File: config.mk
export PLATFORM = sky130hd
export DESIGN_NAME = led_scan_trigger_gen
export DESIGN_NICKNAME = d
export VERILOG_FILES = /design/src/rtl/led_scan_trigger_gen.sv
export SDC_FILE = /design/constraint.sdc
export NUM_CORES = 1
export LEC_CHECK = 0
export CAP_MARGIN = 40
export CORE_MARGIN = 2
export CORE_UTILIZATION = 48
export CTS_CLUSTER_SIZE = 12
export DETAILED_ROUTE_END_ITERATION = 10
export GPL_TIMING_DRIVEN = 0
export PLACE_DENSITY = 0.73
export SYNTH_ARGS = -nofsm -noshare
export SYNTH_HDL_FRONTEND = slang
export SYNTH_SLANG_ARGS = --single-unit
File: constraint.sdc
create_clock -name i_clk -period 2.1 [get_ports i_clk]
set_input_delay 0.21 -clock i_clk [delete_from_list [all_inputs] [get_ports i_clk]]
set_output_delay 0.21 -clock i_clk [all_outputs]
set_load 0.01 [all_outputs]
File: src/rtl/led_scan_trigger_gen.sv
// LED-array scan trigger generator: line sync, blank/toggle/load strobes, column pattern, frame markers.
// Define LED_SCAN_BOUNCE_EN to make mode 3 a bouncing single-bit walk instead of a rotate.
module led_scan_trigger_gen #(
  parameter int COLS       = 28,
  parameter int ROWS       = 32,
  parameter int CNT_W      = 24,
  parameter int MIN_PERIOD = 1023,
  parameter int T_BLANK    = 1,
  parameter int T_TOGGLE   = 6,
  parameter int T_LOAD     = 14
) (
  input  logic            i_clk,
  input  logic            i_rst_n,
  input  logic            i_ena,
  input  logic            i_ext_sync,
  input  logic            i_prm_we,
  input  logic [31:0]     i_prm,
  output logic [COLS-1:0] o_col_pattern,
  output logic            o_toggle_sync,
  output logic            o_head_flag,
  output logic            o_frame_done
);

  localparam int SEQ_W = $clog2(T_LOAD + 2);
  localparam int ROW_W = (ROWS > 1) ? $clog2(ROWS) : 1;

  localparam logic [SEQ_W-1:0] SEQ_IDLE   = SEQ_W'(T_LOAD + 1);
  localparam logic [SEQ_W-1:0] SEQ_BLANK  = SEQ_W'(T_BLANK);
  localparam logic [SEQ_W-1:0] SEQ_TOGGLE = SEQ_W'(T_TOGGLE);
  localparam logic [SEQ_W-1:0] SEQ_LOAD   = SEQ_W'(T_LOAD);
  localparam logic [ROW_W-1:0] ROW_LAST   = ROW_W'(ROWS - 1);
  localparam logic [CNT_W-1:0] PER_MIN    = CNT_W'(MIN_PERIOD);

  localparam logic [1:0] MODE_FILL   = 2'd0;
  localparam logic [1:0] MODE_WALK   = 2'd1;
  localparam logic [1:0] MODE_HOLE   = 2'd2;
  localparam logic [1:0] MODE_BOUNCE = 2'd3;

  logic [1:0]       mode;
  logic             free_run;
  logic             active;
  logic [CNT_W-1:0] period;
  logic             prm_upd;

  logic             ena_q;
  logic             ext_q;
  logic [CNT_W-1:0] div;
  logic [SEQ_W-1:0] seq;
  logic [ROW_W-1:0] row;
  logic [COLS-1:0]  pat;
  logic [COLS-1:0]  pat_init;
  logic [COLS-1:0]  pat_step;
  logic [COLS-1:0]  pat_rot;

  logic             start;
  logic             tick;
  logic             sync;
  logic             sync_last;
  logic [CNT_W-1:0] prm_per;

  generate
    if (CNT_W < 28) begin : g_unused
      logic unused_prm_bits;
      assign unused_prm_bits = ^i_prm[27:CNT_W];
    end
  endgenerate

  assign prm_per = i_prm[CNT_W-1:0];

  always_ff @(posedge i_clk or negedge i_rst_n) begin
    if (!i_rst_n) begin
      mode     <= MODE_FILL;
      free_run <= 1'b0;
      active   <= 1'b0;
      period   <= PER_MIN;
      prm_upd  <= 1'b0;
    end else begin
      prm_upd <= i_prm_we;
      if (i_prm_we) begin
        mode     <= i_prm[31:30];
        free_run <= i_prm[29];
        active   <= i_prm[28];
        period   <= (prm_per < PER_MIN) ? PER_MIN : prm_per;
      end
    end
  end

  assign start     = i_ena & ~ena_q;
  assign tick      = free_run ? (div == period) : (i_ext_sync & ~ext_q);
  assign sync      = start | (ena_q & tick);
  assign sync_last = sync & (row == ROW_LAST);

  always_ff @(posedge i_clk or negedge i_rst_n) begin
    if (!i_rst_n) begin
      ena_q <= 1'b1;
      ext_q <= 1'b0;
    end else begin
      ena_q <= i_ena;
      ext_q <= i_ext_sync;
    end
  end

  always_ff @(posedge i_clk or negedge i_rst_n) begin
    if (!i_rst_n) begin
      div <= '0;
    end else if (prm_upd || !free_run || !ena_q || sync) begin
      div <= '0;
    end else begin
      div <= div + 1'b1;
    end
  end

  always_ff @(posedge i_clk or negedge i_rst_n) begin
    if (!i_rst_n) begin
      seq <= SEQ_IDLE;
    end else if (sync) begin
      seq <= '0;
    end else if (seq != SEQ_IDLE) begin
      seq <= seq + 1'b1;
    end
  end

  always_ff @(posedge i_clk or negedge i_rst_n) begin
    if (!i_rst_n) begin
      row <= ROW_LAST;
    end else if (sync) begin
      row <= (row == ROW_LAST) ? '0 : row + 1'b1;
    end
  end

  always_comb begin
    pat_init = '0;
    unique case (mode)
      MODE_FILL: pat_init = '1;
      MODE_HOLE: begin
        pat_init = '1;
        pat_init[COLS-1] = 1'b0;
      end
      default: pat_init[COLS-1] = 1'b1;
    endcase
  end

  assign pat_rot = {pat[COLS-2:0], pat[COLS-1]};

`ifdef LED_SCAN_BOUNCE_EN
  logic dir_down;
  logic dir_nxt;

  // Reverse at either end instead of wrapping the walking bit around.
  always_comb begin
    dir_nxt  = dir_down;
    pat_step = pat;
    unique case (mode)
      MODE_FILL: pat_step = pat;
      MODE_BOUNCE: begin
        if (dir_down) begin
          if (pat[0]) begin
            dir_nxt  = 1'b0;
            pat_step = pat << 1;
          end else begin
            pat_step = pat >> 1;
          end
        end else begin
          if (pat[COLS-1]) begin
            dir_nxt  = 1'b1;
            pat_step = pat >> 1;
          end else begin
            pat_step = pat << 1;
          end
        end
      end
      default: pat_step = pat_rot;
    endcase
  end

  always_ff @(posedge i_clk or negedge i_rst_n) begin
    if (!i_rst_n) begin
      dir_down <= 1'b1;
    end else if (prm_upd) begin
      dir_down <= 1'b1;
    end else if (sync_last) begin
      dir_down <= dir_nxt;
    end
  end
`else
  always_comb begin
    pat_step = pat;
    unique case (mode)
      MODE_FILL: pat_step = pat;
      default:   pat_step = pat_rot;
    endcase
  end
`endif

  // A parameter update takes priority over the end-of-frame step.
  always_ff @(posedge i_clk or negedge i_rst_n) begin
    if (!i_rst_n) begin
      pat <= '0;
    end else if (prm_upd) begin
      pat <= pat_init;
    end else if (sync_last) begin
      pat <= pat_step;
    end
  end

  always_ff @(posedge i_clk or negedge i_rst_n) begin
    if (!i_rst_n) begin
      o_col_pattern <= '0;
      o_toggle_sync <= 1'b0;
      o_head_flag   <= 1'b0;
      o_frame_done  <= 1'b0;
    end else begin
      o_frame_done <= sync_last;
      if (seq == SEQ_BLANK) begin
        o_col_pattern <= '0;
        o_head_flag   <= (row == '0);
      end
      if (seq == SEQ_TOGGLE) begin
        o_toggle_sync <= ~o_toggle_sync;
      end
      if (seq == SEQ_LOAD) begin
        o_col_pattern <= active ? pat : '0;
      end
    end
  end

endmodule

==> results of run 1 <==
-- cells by family after synthesis --
kind of cell	synth area share, %
DFF	54.45
adders and majority gates	1.537
buffers and inverters	4.808
and+or+nand+nor	11.44
muxes	4.127
AOI/OAI and AO/OA	16.27
xor gates and xnor gates	7.377
-- power groups by stage --
stage          Combinational (mW)  Sequential (mW)  Clock [mW]
6_report                     1.14             2.89        2.85
5_1_grt                      1.25             2.92        3.00
4_1_cts                      1.07             2.88        2.89
3_5_place_dp                0.956             2.91           0
3_3_place_gp                0.905             2.90           0
2_1_floorplan               0.619             2.86           0
-- how the worst min path moves through the flow --
stage               slack, ps  cells after the start                           end
floorplan                 -90                      0            active$_DFFE_PN0P_
global placement          460                      1     o_toggle_sync$_DFFE_PN0N_
detailed placement        220                      1  o_col_pattern[5]$_DFFE_PN0P_
CTS                       250                      1               ena_q$_DFF_PN1_
global route              260                      1               ena_q$_DFF_PN1_
finish                    250                      1               ena_q$_DFF_PN1_
-- layer usage --
layer  global-route usage, %  vias up
li1                        -     2028
met1                   25.18     2216
met2                   37.27      103
met3                   5.999       25
met4                   8.293        0
met5                       0        -
-- critical path, stage by stage, from the launching register on --
cell     delay [ps]
dfstp_2         560
xnor2_2         110
nand4_1         160
nor4_4          310
a31oi_2         150
buf_4           190
buf_6           140
o41ai_2         340
a221o_1         170
-- stage by stage --
stage | setup slack [ps] | hold slack, ps
floorplan | 32.01 | -85.59
global placement | -3849 | 458.0
detailed placement | -365.6 | 215.6
CTS | -87.92 | 246.5
global route | -243.5 | 259.8
finish | -92.44 | 248.1
-- Yosys cell counts, types with 2 or more instances --
master / instances
a221o_1: 23
a22o_1: 29
a31oi_1: 2
and2_1: 2
and3_1: 5
and4_1: 4
buf_2: 3
buf_6: 2
clkbuf_1: 29
dfrtp_1: 103
dfstp_2: 20
ha_1: 7
inv_1: 34
mux2_2: 20
nand2_1: 19
nand2b_1: 3
nand3_1: 13
nand3b_1: 2
nand4_1: 13
nor2_1: 58
nor2b_1: 2
nor3_1: 5
nor4_1: 4
o211a_1: 3
o21ai_0: 7
o21ai_1: 2
o221a_2: 3
o22a_1: 10
o41ai_1: 23
or2_2: 2
xnor2_1: 34
xor2_1: 14
-- area by class of cell --
class,count,area (sq um)
Buffer,31,220.2
Clock buffer,25,495.5
Fill cell,825,3810
Timing Repair Buffer,79,819.5
Clock inverter,7,87.58
Inverter,34,127.6
Sequential cell,123,3103
Tap cell,143,178.9
Multi-Input combinational cell,317,2674
-- state kept, by name, indices dropped and copies added (netlist names) --
| name | cells |
|---|---|
| o_head_flag | 1 |
| o_frame_done | 1 |
| o_toggle_sync | 1 |
| pat | 28 |
| ena_q | 1 |
| period | 24 |
| ext_q | 1 |
| div | 24 |
| mode | 2 |
| row | 5 |
| active | 1 |
| prm_upd | 1 |
| o_col_pattern | 28 |
| free_run | 1 |
| seq | 4 |
-- what timing repair did --
action                                 CTS  global route
pin swaps                               21            18
hold buffers                             1             0
gates cloned                             1             2
endpoints found under the hold margin   55             0
resized for setup                       54            37
setup endpoints to repair               47            59
setup buffers                            8             2
==> metrics.md, run 1 <==
| Metric | Value |
|---|---|
| Util after Layout | `66.92%` |
| Clock latency on the worst-skew pair | `420 ps` |
| Internal Power | `5.070 mW` |
| Net switching power | `1.808 mW` |
| Die height | `113.0 um` |
| Area grow syn2layout | `35.21%` |
| Post-synthesis cell type count | `40` |
| Routed vias | `between 4000 and 5000` |
| WL met1 | `5630 um` |
| Worst Setup End Kind | `flip-flop` |
| Fin crit period | `around 2200 ps` |
| Pleak | `approximately 3.3 nW` |
| Seq/Total Area, Yosys | `~54%` |
| Worst VDD drop | `615.7 uV` |
| Max Used Layer | `met4` |
| Clock power frac | `41.4%` |
| Clk slew on worst S/H paths | `50 ps` |
| CTS Buffer Depth | `2` |
| FF+latch count, synth | `123` |
| Crit Reg-Reg Startpoint | `period[5]$_DFFE_PN1P_` |
| Number of synthesized flops with an enable pin | `0` |
| Die X | `~110 um` |
| Area after DPL | `6545 sq um` |
| Port Buffers | `63` |
| Area leader, netlist | `dfrtp_1` |
| Setup crit start | `period[5]$_DFFE_PN1P_` |
| Failing checks | `design-rule violations, negative setup slack` |
| Largest fanout on the critical path | `5` |
| Final #Nets | `647` |
| Routed wire length | `13340 um` |
| Post-route ant nets | `0` |
| FF-to-FF setup slack | `-90 ps` |
| CP startpoint kind | `flip-flop` |
| Starting Density | `49.49%` |
| Routed vias/inst | `5.760` |
| Drt wl/cell | `17.57 um` |
| H-tree depth | `4` |
| Combinational share of power | `16.5%` |
| Hold Path Origin | `i_ena` |
| Core ar. | `11520 sq um` |
| Kind of critical path | `reg -> reg` |
| Met2 routed wirelength | `roughly 6900 um` |
| RSZ-0062 raised after global routing | `yes` |
| Rel. slew slack | `40.87%` |
| Layout cells sized above 1 | `23.38%` |
| Setup_tns | `-1436 ps` |
| Fmax | `~460 MHz` |
| Syn_nets | `552` |
| R2R depth | `8` |
| Largest net degree at the start of global routing | `67` |
| Vias in the first global route | `4452` |
| Arrival time at the worst endpoint | `2550 ps` |
| DRC viols | `3` |
| Worst min path class | `in -> reg` |
| Detailed Route Iter0 Violations | `258` |
| HPWL Detailed | `between 8000 and 9000 um` |
| Yosys warns | `0` |
| Initial antenna violation count | `0` |
| DIE AREA | `~13000 sq um` |
| Sequential power share | `42.0%` |
| Fin cells | `759` |
| Critical Path End | `pat[3]$_DFFE_PN0P_` |
| Cts bufs inserted | `17` |
| Period utilization | `104.4%` |
| Required @ worst endpoint | `2450 ps` |
| Ys flop type | `dfrtp_1` |
| Mapped cell area | `between 5000 and 6000 sq um` |
| Avg Cell Area, Syn | `between 10 and 15 sq um` |
| GRT overflow | `0` |
| Final clock skew | `8.515 ps` |
| Ports | `68` |
| Slew @ Worst Pin | `887.0 ps` |
| CTS tree | `done` |
| Sw frac | `26.28%` |
| Max-cap viol count | `0` |
| Status | `finished with violations` |
| R2r endpoint | `pat[3]$_DFFE_PN0P_` |
| Pwr dens | `892.6 nW/um^2` |
| Met3 WL | `506 um` |
| Slew Viols, Final | `0` |
| CTS Sinks | `123` |
| Syn Inst Count | `508` |
| Row cnt | `39` |
| Global placer's final weighted congestion | `0.8571` |
| Most frequent cells in the layout | `dfrtp_1, clkdlybuf4s50_1, nor2_1` |
| Root Driver | `clkbuf_16` |
| Synth area leaders | `dfrtp_1, dfstp_2, xnor2_1, a22o_1, a221o_1` |
| Cell area after layout | `7706 sq um` |
| All-Layer GR Usage | `a little over a fifth` |
| Placed insts | `716` |
| Design Power | `6.878 mW` |
| Drt pass-1 iters | `8` |
| Commonest non-fill, non-tap cell in the layout | `dfrtp_1` |
| Endpoints failing setup | `26` |
| Async SR Flop Fraction | `100.0%` |
| # diodes | `0` |
| Global-route wire length before repair | `21550 um` |
| Top-area cell type share of the netlist area | `45.23%` |
| Final Hold Vio Count | `0` |
| PnR worst setup slack | `-92.44 ps` |
Note: power is estimated with default switching activity, not from simulation.
==> run 2: changes to the inputs <==
- ABC_AREA: unset -> 1
- CORE_UTILIZATION: 48 -> 50
- PLACE_DENSITY: 0.73 -> 0.72
- clock period: 2.1 -> 2.8 ns (I/O delays scaled with it)
==> run 2 against run 1 <==
  * The run now ends clean
  * Critical path depth is 4 higher
  * Largest cell class unchanged
  * Combinational power shrank 46%
  * Sequential share of layout area rose by 1.5 points
  * Total power fell by 33%
  * Wire length rose by 9.6%
  * Sequential power shrank 28%
  * Maximum frequency grew 4.3%
  * Highest routed layer unchanged
  * Synthesized cell count grew 45%
  * Critical path type unchanged
==> metrics.md, run 2 <==
| Metric | Value |
|---|---|
| Final #Nets | `865 (was 647)` |
| Rel. slew slack | `43.65% (was 40.87%)` |
| Sequential power share | `44.6% (was 42.0%)` |
| Global-route wire length before repair | `24160 um (was 21550 um)` |
| Pleak | `3.418 nW (was 3.348 nW)` |
| Drt pass-1 iters | `5 (was 8)` |
| Seq/Total Area, Yosys | `51.23% (was 54.45%)` |
| Sw frac | `26.05% (was 26.28%)` |
| DRC viols | `0 (was 3)` |
| Clock power frac | `42.1% (was 41.4%)` |
| Post-route ant nets | `0 (unchanged)` |
| Syn_nets | `781 (was 552)` |
| Hold WS | `333.3 ps (was 248.1 ps)` |
| Fin crit period | `2102 ps (was 2192 ps)` |
| Async SR Flop Fraction | `100.0% (unchanged)` |
| Initial antenna violation count | `0 (unchanged)` |
| Required @ worst endpoint | `3100 ps (was 2450 ps)` |
| Detailed Route Iter0 Violations | `388 (was 258)` |
| Period utilization | `75.08% (was 104.4%)` |
| Status | `complete, no violations (was finished with violations)` |
| Syn Inst Count | `737 (was 508)` |
| HPWL Detailed | `10660 um (was 8758 um)` |
| Avg Cell Area, Syn | `8.219 sq um (was 11.22 sq um)` |
| Largest fanout on the critical path | `10 (was 5)` |
| Area after DPL | `6900 sq um (was 6545 sq um)` |
| Worst Setup End Kind | `flip-flop (unchanged)` |
| Clk slew on worst S/H paths | `50 ps (about the same)` |
| Design Power | `4.641 mW (was 6.878 mW)` |
| CTS tree | `done (unchanged)` |
| Final Hold Vio Count | `0 (unchanged)` |
| Fmax | `475.7 MHz (was 456.1 MHz)` |
| Endpoints failing setup | `0 (was 26)` |
| Routed wire length | `14620 um (was 13340 um)` |
| Slew @ Worst Pin | `836.1 ps (was 887.0 ps)` |
| Vias in the first global route | `4993 (was 4452)` |
| Largest net degree at the start of global routing | `69 (was 67)` |
| Crit Reg-Reg Startpoint | `period[2]$_DFFE_PN1P_ (was period[5]$_DFFE_PN1P_)` |
| Pwr dens | `624.1 nW/um^2 (was 892.6 nW/um^2)` |
| H-tree depth | `4 (unchanged)` |
| Hold Path Origin | `i_ena (unchanged)` |
| R2R depth | `12 (was 8)` |
| CP startpoint kind | `flip-flop (unchanged)` |
| Area grow syn2layout | `22.76% (was 35.21%)` |
| All-Layer GR Usage | `24.02% (was 21.38%)` |
| CTS Buffer Depth | `2 (unchanged)` |
| Combinational share of power | `13.3% (was 16.5%)` |
| Setup crit start | `period[2]$_DFFE_PN1P_ (was period[5]$_DFFE_PN1P_)` |
| Global placer's final weighted congestion | `0.9070 (was 0.8571)` |
| CTS Sinks | `123 (unchanged)` |
| Port Buffers | `63 (unchanged)` |
| Post-cts resize count | `0 (was 54)` |
| Internal Power | `3.432 mW (was 5.070 mW)` |
| Most frequent cells in the layout | `nand2_1, dfrtp_1, nand3_1 (was dfrtp_1, clkdlybuf4s50_1, nor2_1)` |
| Top-area cell type share of the netlist area | `42.55% (was 45.23%)` |
| Net switching power | `1.209 mW (was 1.808 mW)` |
| Yosys warns | `0 (unchanged)` |
| Synth cell count leaders | `nand2_1, dfrtp_1, nand3_1 (was dfrtp_1, nor2_1, inv_1, xnor2_1)` |
| Placed insts | `948 (was 716)` |
| Crit-path slowest cell | `dfstp_2 (unchanged)` |
| Ys flop type | `dfrtp_1 (unchanged)` |
| Arrival time at the worst endpoint | `2400 ps (was 2550 ps)` |
| Synth area leaders | `dfrtp_1, nand2_1, dfstp_2, nand3_1, o21ai_0 (was dfrtp_1, dfstp_2, xnor2_1, a22o_1, a221o_1)` |
| RSZ-0062 raised after global routing | `no (was yes)` |
| Worst min path class | `in -> reg (unchanged)` |
| Die height | `114.1 um (was 113.0 um)` |
| Fin cells | `981 (was 759)` |
| Routed vias/inst | `5.350 (was 5.760)` |
| GRT overflow | `0 (unchanged)` |
| FF+latch count, synth | `123 (unchanged)` |
| Area leader, netlist | `dfrtp_1 (unchanged)` |
| Most used cell, CP | `nand2_1` |
| Starting Density | `50.85% (was 49.49%)` |
| Cts hold-fix bufs | `1 (unchanged)` |
| Setup_tns | `0 ps (was -1436 ps)` |
| Hold Crit Depth | `1 (unchanged)` |
| Row cnt | `40 (was 39)` |
| Number of synthesized flops with an enable pin | `0 (unchanged)` |
| Post-CTS setup buffers | `0 (was 8)` |
| Mapped cell area | `6057 sq um (was 5699 sq um)` |
| # diodes | `0 (unchanged)` |
| Clock latency on the worst-skew pair | `420 ps (about the same)` |
| Largest stage delay, worst path | `540 ps (was 560 ps)` |
| Cell area after layout | `7436 sq um (was 7706 sq um)` |
| Die X | `114.1 um (was 113.0 um)` |
| Most common cell in the netlist | `nand2_1 (was dfrtp_1)` |
| Max-cap viol count | `0 (unchanged)` |
| Cts bufs inserted | `17 (unchanged)` |
| Post-synthesis cell type count | `39 (was 40)` |
| Cell breakdown of the critical path | `inv_1, nand2_1, nand2_1, nor2_1, nand2_1, nor2_1, nand2_1, o21bai_4, nand4_4, buf_2, nand3_1, nand2_1 (was xnor2_2, nand4_1, nor4_4, a31oi_2, buf_4, buf_6, o41ai_2, a221o_1)` |
| Core ar. | `11910 sq um (was 11520 sq um)` |
| Slew Viols, Final | `0 (unchanged)` |
| Root Driver | `clkbuf_16 (unchanged)` |
| Routed vias | `5248 (was 4372)` |
| Biggest regs | `o_col_pattern (28), pat (28) (unchanged)` |
| Drt wl/cell | `14.90 um (was 17.57 um)` |
| Worst VDD drop | `425.2 uV (was 615.7 uV)` |
| Ports | `68 (unchanged)` |
| Layout cells sized above 1 | `9.233% (was 23.38%)` |
| Final clock skew | `8.946 ps (was 8.515 ps)` |
| Commonest non-fill, non-tap cell in the layout | `nand2_1 (was dfrtp_1)` |
| Kind of critical path | `reg -> reg (unchanged)` |
| DIE AREA | `13010 sq um (was 12760 sq um)` |
-- run 2: cell count changes after synthesis, sizes merged, moves of 23 or more --
cell   change
a221o     -23
a22o      -29
inv       +71
nand2    +128
nand3     +89
o21ai     +70
xnor2     -30
-- run 2: area by class of cell --
type,count,area [sq um]
multi-input combinational,477,2407
fill,1064,4476
clock buffer,29,510.5
inverter,106,397.9
timing repair buffer,65,669.4
buffer,31,148.9
sequential,123,3103
tap,147,183.9
clock inverter,3,15.01
-- run 2: layer usage --
layer  track usage (%)  vias up  part of all wire, %
li1                  -     2555                    -
met1             32.20     2532                   46
met2             38.17      137                   48
met3             5.347       24                  4.3
met4             9.675        0                  2.2
met5                 0        -                    0
-- run 2: power by group through the flow --
stage	Clock (mW)	Sequential, mW	Combinational (mW)
2_1_floorplan	0	2.07	0.378
3_3_place_gp	0	2.09	0.584
3_5_place_dp	0	2.09	0.616
4_1_cts	1.98	2.07	0.625
5_1_grt	2.06	2.09	0.708
6_report	1.95	2.07	0.618
-- run 2: cell families after synthesis --
logic type	synth area share, %
and+or+nand+nor	25.37
buffers and inverters	9.027
DFF	51.23
AOI/OAI and AO/OA	8.924
xor gates and xnor gates	3.470
adders and majority gates	1.446
muxes	0.5371
-- run 2: metrics by stage --
step / utilization [%] / setup WS (ps)
global route: 62.43 / 523.9
CTS: 62.43 / 693.2
finish: 62.43 / 697.9
detailed placement: 57.93 / 756.9
floorplan: - / 1121
global placement: 57.69 / -3276
-- run 2: path summary, 6_finish.rpt --
kind | slack (ps) | end
min in group asynchronous | 380 | period[11]$_DFFE_PN0P_
worst min register to register | 470 | o_toggle_sync$_DFFE_PN0N_
worst min-delay path | 330 | ena_q$_DFF_PN1_
max in group asynchronous | 1660 | period[9]$_DFFE_PN1P_
worst max register to register | 700 | pat[27]$_DFFE_PN0P_
worst max-delay path | 700 | pat[27]$_DFFE_PN0P_
-- run 2: critical path, delay by kind of cell (launching register included) --
| family | cells | cell delay, ps |
|---|---|---|
| simple gates | 9 | 950 |
| flops | 1 | 540 |
| buf+inv | 2 | 290 |
| compound gates | 1 | 200 |
